$ cat src/rtl/fnd_scan_controller.sv
// 4-digit common-anode FND driver: 14-bit binary to BCD (iterative double-dabble)
// and time-multiplexed active-low digit/segment scan.
//
// state  | meaning
// S_IDLE | waiting for i_load; latches clamped value and clears BCD scratch
// S_CONV | 14 add-3/shift iterations, one per clock
// S_DONE | commits all four BCD digits to the display register at once
module fnd_scan_controller #(
    parameter int CLK_DIV  = 100000,
    parameter bit BLANK_LZ = 1'b1
) (
    input  logic        i_clk,
    input  logic        i_reset,
    input  logic        i_OnOffSW,
    input  logic [13:0] i_value,
    input  logic        i_load,
    output logic        o_busy,
    output logic [3:0]  o_digit,
    output logic [7:0]  o_seg
);

    localparam int PW = (CLK_DIV > 2) ? $clog2(CLK_DIV) : 1;
    localparam logic [PW-1:0] PRESC_TC = PW'(CLK_DIV - 1);

    typedef enum logic [1:0] {S_IDLE, S_CONV, S_DONE} state_t;

    state_t        state;
    logic [13:0]   shift_q;
    logic [15:0]   bcd_q;
    logic [15:0]   bcd_adj;
    logic [15:0]   disp_q;
    logic [3:0]    iter_q;
    logic [PW-1:0] presc_q;
    logic [1:0]    idx_q;
    logic [3:0]    nibble;
    logic          blank;

    function automatic logic [7:0] seg_code(input logic [3:0] d);
        case (d)
            4'd0:    seg_code = 8'hC0;
            4'd1:    seg_code = 8'hF9;
            4'd2:    seg_code = 8'hA4;
            4'd3:    seg_code = 8'hB0;
            4'd4:    seg_code = 8'h99;
            4'd5:    seg_code = 8'h92;
            4'd6:    seg_code = 8'h82;
            4'd7:    seg_code = 8'hF8;
            4'd8:    seg_code = 8'h80;
            4'd9:    seg_code = 8'h90;
            default: seg_code = 8'hFF;
        endcase
    endfunction

    function automatic logic [3:0] digit_sel(input logic [1:0] i);
        case (i)
            2'd0:    digit_sel = 4'b1110;
            2'd1:    digit_sel = 4'b1101;
            2'd2:    digit_sel = 4'b1011;
            default: digit_sel = 4'b0111;
        endcase
    endfunction

    always_comb begin
        bcd_adj = bcd_q;
        for (int k = 0; k < 4; k++) begin
            if (bcd_q[4*k +: 4] >= 4'd5)
                bcd_adj[4*k +: 4] = bcd_q[4*k +: 4] + 4'd3;
        end
    end

    always_ff @(posedge i_clk) begin
        if (i_reset) begin
            state   <= S_IDLE;
            shift_q <= '0;
            bcd_q   <= '0;
            disp_q  <= '0;
            iter_q  <= '0;
            o_busy  <= 1'b0;
        end else begin
            case (state)
                S_IDLE: begin
                    if (i_load) begin
                        shift_q <= (i_value > 14'd9999) ? 14'd9999 : i_value;
                        bcd_q   <= '0;
                        iter_q  <= 4'd13;
                        o_busy  <= 1'b1;
                        state   <= S_CONV;
                    end
                end
                S_CONV: begin
                    {bcd_q, shift_q} <= {bcd_adj[14:0], shift_q, 1'b0};
                    if (iter_q == 4'd0)
                        state <= S_DONE;
                    else
                        iter_q <= iter_q - 4'd1;
                end
                S_DONE: begin
                    disp_q <= bcd_q;
                    o_busy <= 1'b0;
                    state  <= S_IDLE;
                end
                default: state <= S_IDLE;
            endcase
        end
    end

    // A digit above the ones place is blank when it and every higher digit are zero.
    always_comb begin
        nibble = disp_q[4*idx_q +: 4];
        case (idx_q)
            2'd1:    blank = (disp_q[15:4] == 12'd0);
            2'd2:    blank = (disp_q[15:8] == 8'd0);
            2'd3:    blank = (disp_q[15:12] == 4'd0);
            default: blank = 1'b0;
        endcase
        blank = blank & BLANK_LZ;
    end

    always_ff @(posedge i_clk) begin
        if (i_reset) begin
            presc_q <= '0;
            idx_q   <= '0;
            o_digit <= 4'b1111;
            o_seg   <= 8'hFF;
        end else begin
            if (presc_q == PRESC_TC) begin
                presc_q <= '0;
                idx_q   <= idx_q + 2'd1;
            end else begin
                presc_q <= presc_q + PW'(1);
            end
            if (i_OnOffSW) begin
                o_digit <= digit_sel(idx_q);
                o_seg   <= blank ? 8'hFF : seg_code(nibble);
            end else begin
                o_digit <= 4'b1111;
                o_seg   <= 8'hFF;
            end
        end
    end

endmodule

$ cat config.mk
export PLATFORM = sky130hd
export DESIGN_NAME = fnd_scan_controller
export DESIGN_NICKNAME = d
export VERILOG_FILES = /design/src/rtl/fnd_scan_controller.sv
export SDC_FILE = /design/constraint.sdc
export NUM_CORES = 1
export LEC_CHECK = 0
export ABC_AREA = 1
export ABC_CLOCK_PERIOD_IN_PS = 2200
export CORE_MARGIN = 10
export CORE_UTILIZATION = 41
export CTS_CLUSTER_SIZE = 14
export DETAILED_ROUTE_END_ITERATION = 10
export DONT_BUFFER_PORTS = 1
export PLACE_DENSITY = 0.55
export SYNTH_ARGS = -nofsm -noshare
export SYNTH_HDL_FRONTEND = slang
export SYNTH_SLANG_ARGS = --single-unit
$ cat constraint.sdc
create_clock -name i_clk -period 2.2 [get_ports i_clk]
set_clock_uncertainty 0.1 [all_clocks]
set_input_delay 0.33 -clock i_clk [delete_from_list [all_inputs] [get_ports i_clk]]
set_output_delay 0.33 -clock i_clk [all_outputs]
set_load 0.005 [all_outputs]
==> flow_summary_export.csv <==
group,metric,value,unit
clock_tree,cts-resized-gates,0,
logic_synthesis,syn_inst,570,
die,ios,31,
worst_setup_path,arrival,2.04,ns
logic_synthesis,synth-edff-count,0,
die,die_w,121,um
global_routing,grt_pass1_vias,3290,
global_routing,antenna_found_initial,0,
worst_setup_path,critical_path_required,2.33,ns
logic_synthesis,syn_nets,611,
logic_synthesis,yosys.area_share.simple,29.5,%
global_routing,grt_pass1_wl,15400,um
job,maxCapViolCount,0,
global_routing,grt_use_total,12.5,%
clock_tree,root_buffer,"clkbuf_8",
worst_setup_path,r2r-end,"o_seg[3]$_SDFF_PP1_",
outcome,status,"complete, no violations",
logic_synthesis,async_flop_share,0,%
place,dp_hpwl,6250,um
global_routing,use_met1,16.0,%
clock_tree,clock_latency,0.35,ns
die,die_y,121,um
detailed_routing,wl_per_cell,12.2,um
power,irDropWorstVdd,302,uV
clock_tree,clock-sinks,83,
worst_setup_path,slowest_delay,0.58,ns
sta,fin_setup_tns,0,ns
cells_and_area,final_cell_mix,"nand2_1, dfxtp_1, inv_1, nor2_1, a21oi_1",
worst_setup_path,worstSetupEndpointType,"flip-flop",
global_routing,busiest_layer,"met2",
worst_setup_path,r2r_slack,0.28,ns
clock_tree,cts_tree,"yes",
logic_synthesis,synth-xor-area-share,2.30,%
clock_tree,htreeDepth,3,
worst_setup_path,path_class,"reg2reg",
sta,setup_violations,0,
die,coreArea,9860,um^2
cells_and_area,syn_to_final_growth,7.76,%
global_routing,overflow,0,
detailed_routing,drt_first_pass_iters,4,
worst_setup_path,worstPathBufferInverterCount,2,
sta,rsz0062_at_grt,"false",
cells_and_area,final_common_cell,"nand2_1",
detailed_routing,ant_nets,0,
die,initial_core_util,42.5,%
logic_synthesis,synth_fa_ha_area_share,6.87,%
worst_setup_path,slowest_stage,"dfxtp_1",
detailed_routing,initialDrtViolationCount,182,
global_routing,grt_max_degree,27,
sta,post-route-period-util,87.1,%
clock_tree,cts_buffers,9,
hold_path,whs_endpoint,"shift_q[12]$_SDFFE_PP0P_",
logic_synthesis,synth_top_family_by_area,"simple AND/OR/NAND/NOR gates",
detailed_routing,routed_wl,8620,um
place,gpl.final_weighted_congestion,0.821,
worst_setup_path,crit_chain,"inv_2 -> nand3_1 -> nand2_1 -> ha_1 -> nand3_1 -> nand3_1 -> nand2_1 -> inv_1 -> nand2_1",
cells_and_area,drive_above_1_share,8.58,%
logic_synthesis,syn_area_per_cell,7.35,um^2
hold_path,min_from,"i_value[12]",
worst_setup_path,cp.depth,9,
detailed_routing,via_per_inst,4.92,
place,place.port_buffers,0,
cells_and_area,final_nets,607,
clock_tree,cts_buffer_depth,2,
logic_synthesis,yosysWarnings,0,
die,fp-row-count,36,
detailed_routing,dr_total_vias,3462,
logic_synthesis,yosysSeqAreaShare,39.6,%
logic_synthesis,synth-compound-area-share,13.1,%
hold_path,worstHoldPathType,"in2reg",
worst_setup_path,cp_max_fo,10,
detailed_routing,drc,0,
sta,final_max_slew_viol_count,0,
worst_setup_path,startpoint_type,"flip-flop",
sta,hold_viol_final,0,
sta,maxSlewHeadroom,31.2,%
logic_synthesis,synthFlopType,"dfxtp_1",
logic_synthesis,synthMuxAreaShare,0,%
hold_path,holdPathStages,2,
sta,fmax,522,MHz
cells_and_area,final_util,45.8,%
worst_setup_path,reg2reg_depth,9,
logic_synthesis,synth_area,4190,um^2
clock_tree,clk_pin_slew,0.09,ns
global_routing,gr-usage-met2,19.5,%
power,p_leak,1.82,nW
sta,tightest_slew,1.03,ns
logic_synthesis,netlist-cell-type-count,38,
cells_and_area,insertedDiodeCount,0,
worst_setup_path,cp_top_family,"flip-flops",
worst_setup_path,reg2reg_from,"idx_q[1]$_SDFFE_PP0N_",
power,powerDensity,731,nW/um^2
global_routing,met3_usage,3.91,%
logic_synthesis,ys_ff_latch,83,
sta,post-route-min-period,1.92,ns
die,die_area,14700,um^2
## power breakdown
part           switching (mW)  total [mW]  internal, mW
clock                   0.554        1.31         0.759
combinational           0.240       0.360         0.120
sequential             0.0471        1.63          1.58
## Yosys cell counts, types with 2 or more instances
library cell	number	share of area, %
buf_2	7	0.84
nand3_2	3	0.72
nor2_2	4	0.60
a21oi_1	53	6.3
or2_0	4	0.60
o211ai_1	8	1.4
nor3_1	11	1.3
nor2_1	55	4.9
clkbuf_1	4	0.36
a211oi_1	2	0.36
xor2_1	9	1.9
nand3_1	38	4.5
nand3_4	2	0.84
buf_6	2	0.54
ha_1	23	6.9
buf_4	6	1.1
o21ai_1	4	0.48
dfxtp_1	83	40
or2_2	3	0.45
a21boi_1	4	0.72
nand2_4	3	0.81
nand2_1	123	11
o21ai_0	27	3.2
nand2_2	6	0.90
xnor2_1	2	0.42
nand3b_1	2	0.36
nand4_1	10	1.5
inv_1	55	4.9
inv_2	8	0.72
## sequential cells by signal (all words and copies together) (netlist names), 2 cells and up
name     count
disp_q      16
o_digit      4
idx_q        2
bcd_q       16
o_seg        7
iter_q       4
presc_q     17
state        2
shift_q     14
## layer usage
layer / vias up / wire (um)
met4: 0 / 110
li1: 1843 / -
met3: 10 / 382
met5: - / 0
met1: 1557 / 4370
met2: 52 / 3760
## how the worst max path moves through the flow
stage          slack [ns]             startpoint             endpoint
2_1_floorplan        0.39  idx_q[0]$_SDFFE_PP0N_  o_seg[6]$_SDFF_PP1_
3_3_place_gp         0.37  idx_q[1]$_SDFFE_PP0N_  o_seg[4]$_SDFF_PP1_
3_5_place_dp         0.34  idx_q[1]$_SDFFE_PP0N_  o_seg[3]$_SDFF_PP1_
4_1_cts              0.30  idx_q[1]$_SDFFE_PP0N_  o_seg[3]$_SDFF_PP1_
5_1_grt              0.04  idx_q[1]$_SDFFE_PP0N_  o_seg[0]$_SDFF_PP1_
6_report             0.28  idx_q[1]$_SDFFE_PP0N_  o_seg[3]$_SDFF_PP1_
## layout make-up
cell class	instances	area [um^2]
Timing Repair Buffer	5	40.0
Fill cell	1000	5350
Clock buffer	10	128
Sequential cell	83	1660
Clock inverter	6	113
Tap cell	133	166
Multi-Input combinational cell	404	2170
Inverter	63	236
## timing repair
action	CTS	global route
setup buffers	0	0
hold buffers	1	0
endpoints found under the hold margin	26	0
## logic make-up (layout without fill, tap and decap cells)
logic type | count (synthesis) | in the layout
simple gates | 268 | 268
other cells | 1 | 1
fa+ha+maj | 23 | 23
compound gates | 101 | 101
buf+inv | 83 | 84
flops | 83 | 83
xor+xnor | 11 | 11
## metrics by stage
stage / setup WS, ns / hold slack (ns) / power, mW / area, um^2 / instances
after floorplan: 0.393 / 0.318 / 1.96 / 4190 / 570
after global placement: 0.368 / 0.304 / 2.01 / 4270 / 687
after detailed placement: 0.341 / 0.306 / 2.02 / 4270 / 687
after CTS: 0.300 / 0.00990 / 3.35 / 4520 / 704
after global routing: 0.0404 / 0.00747 / 3.49 / 4520 / 704
final: 0.283 / 0.0265 / 3.30 / 4520 / 704
Power figures use the tool's default switching activity.
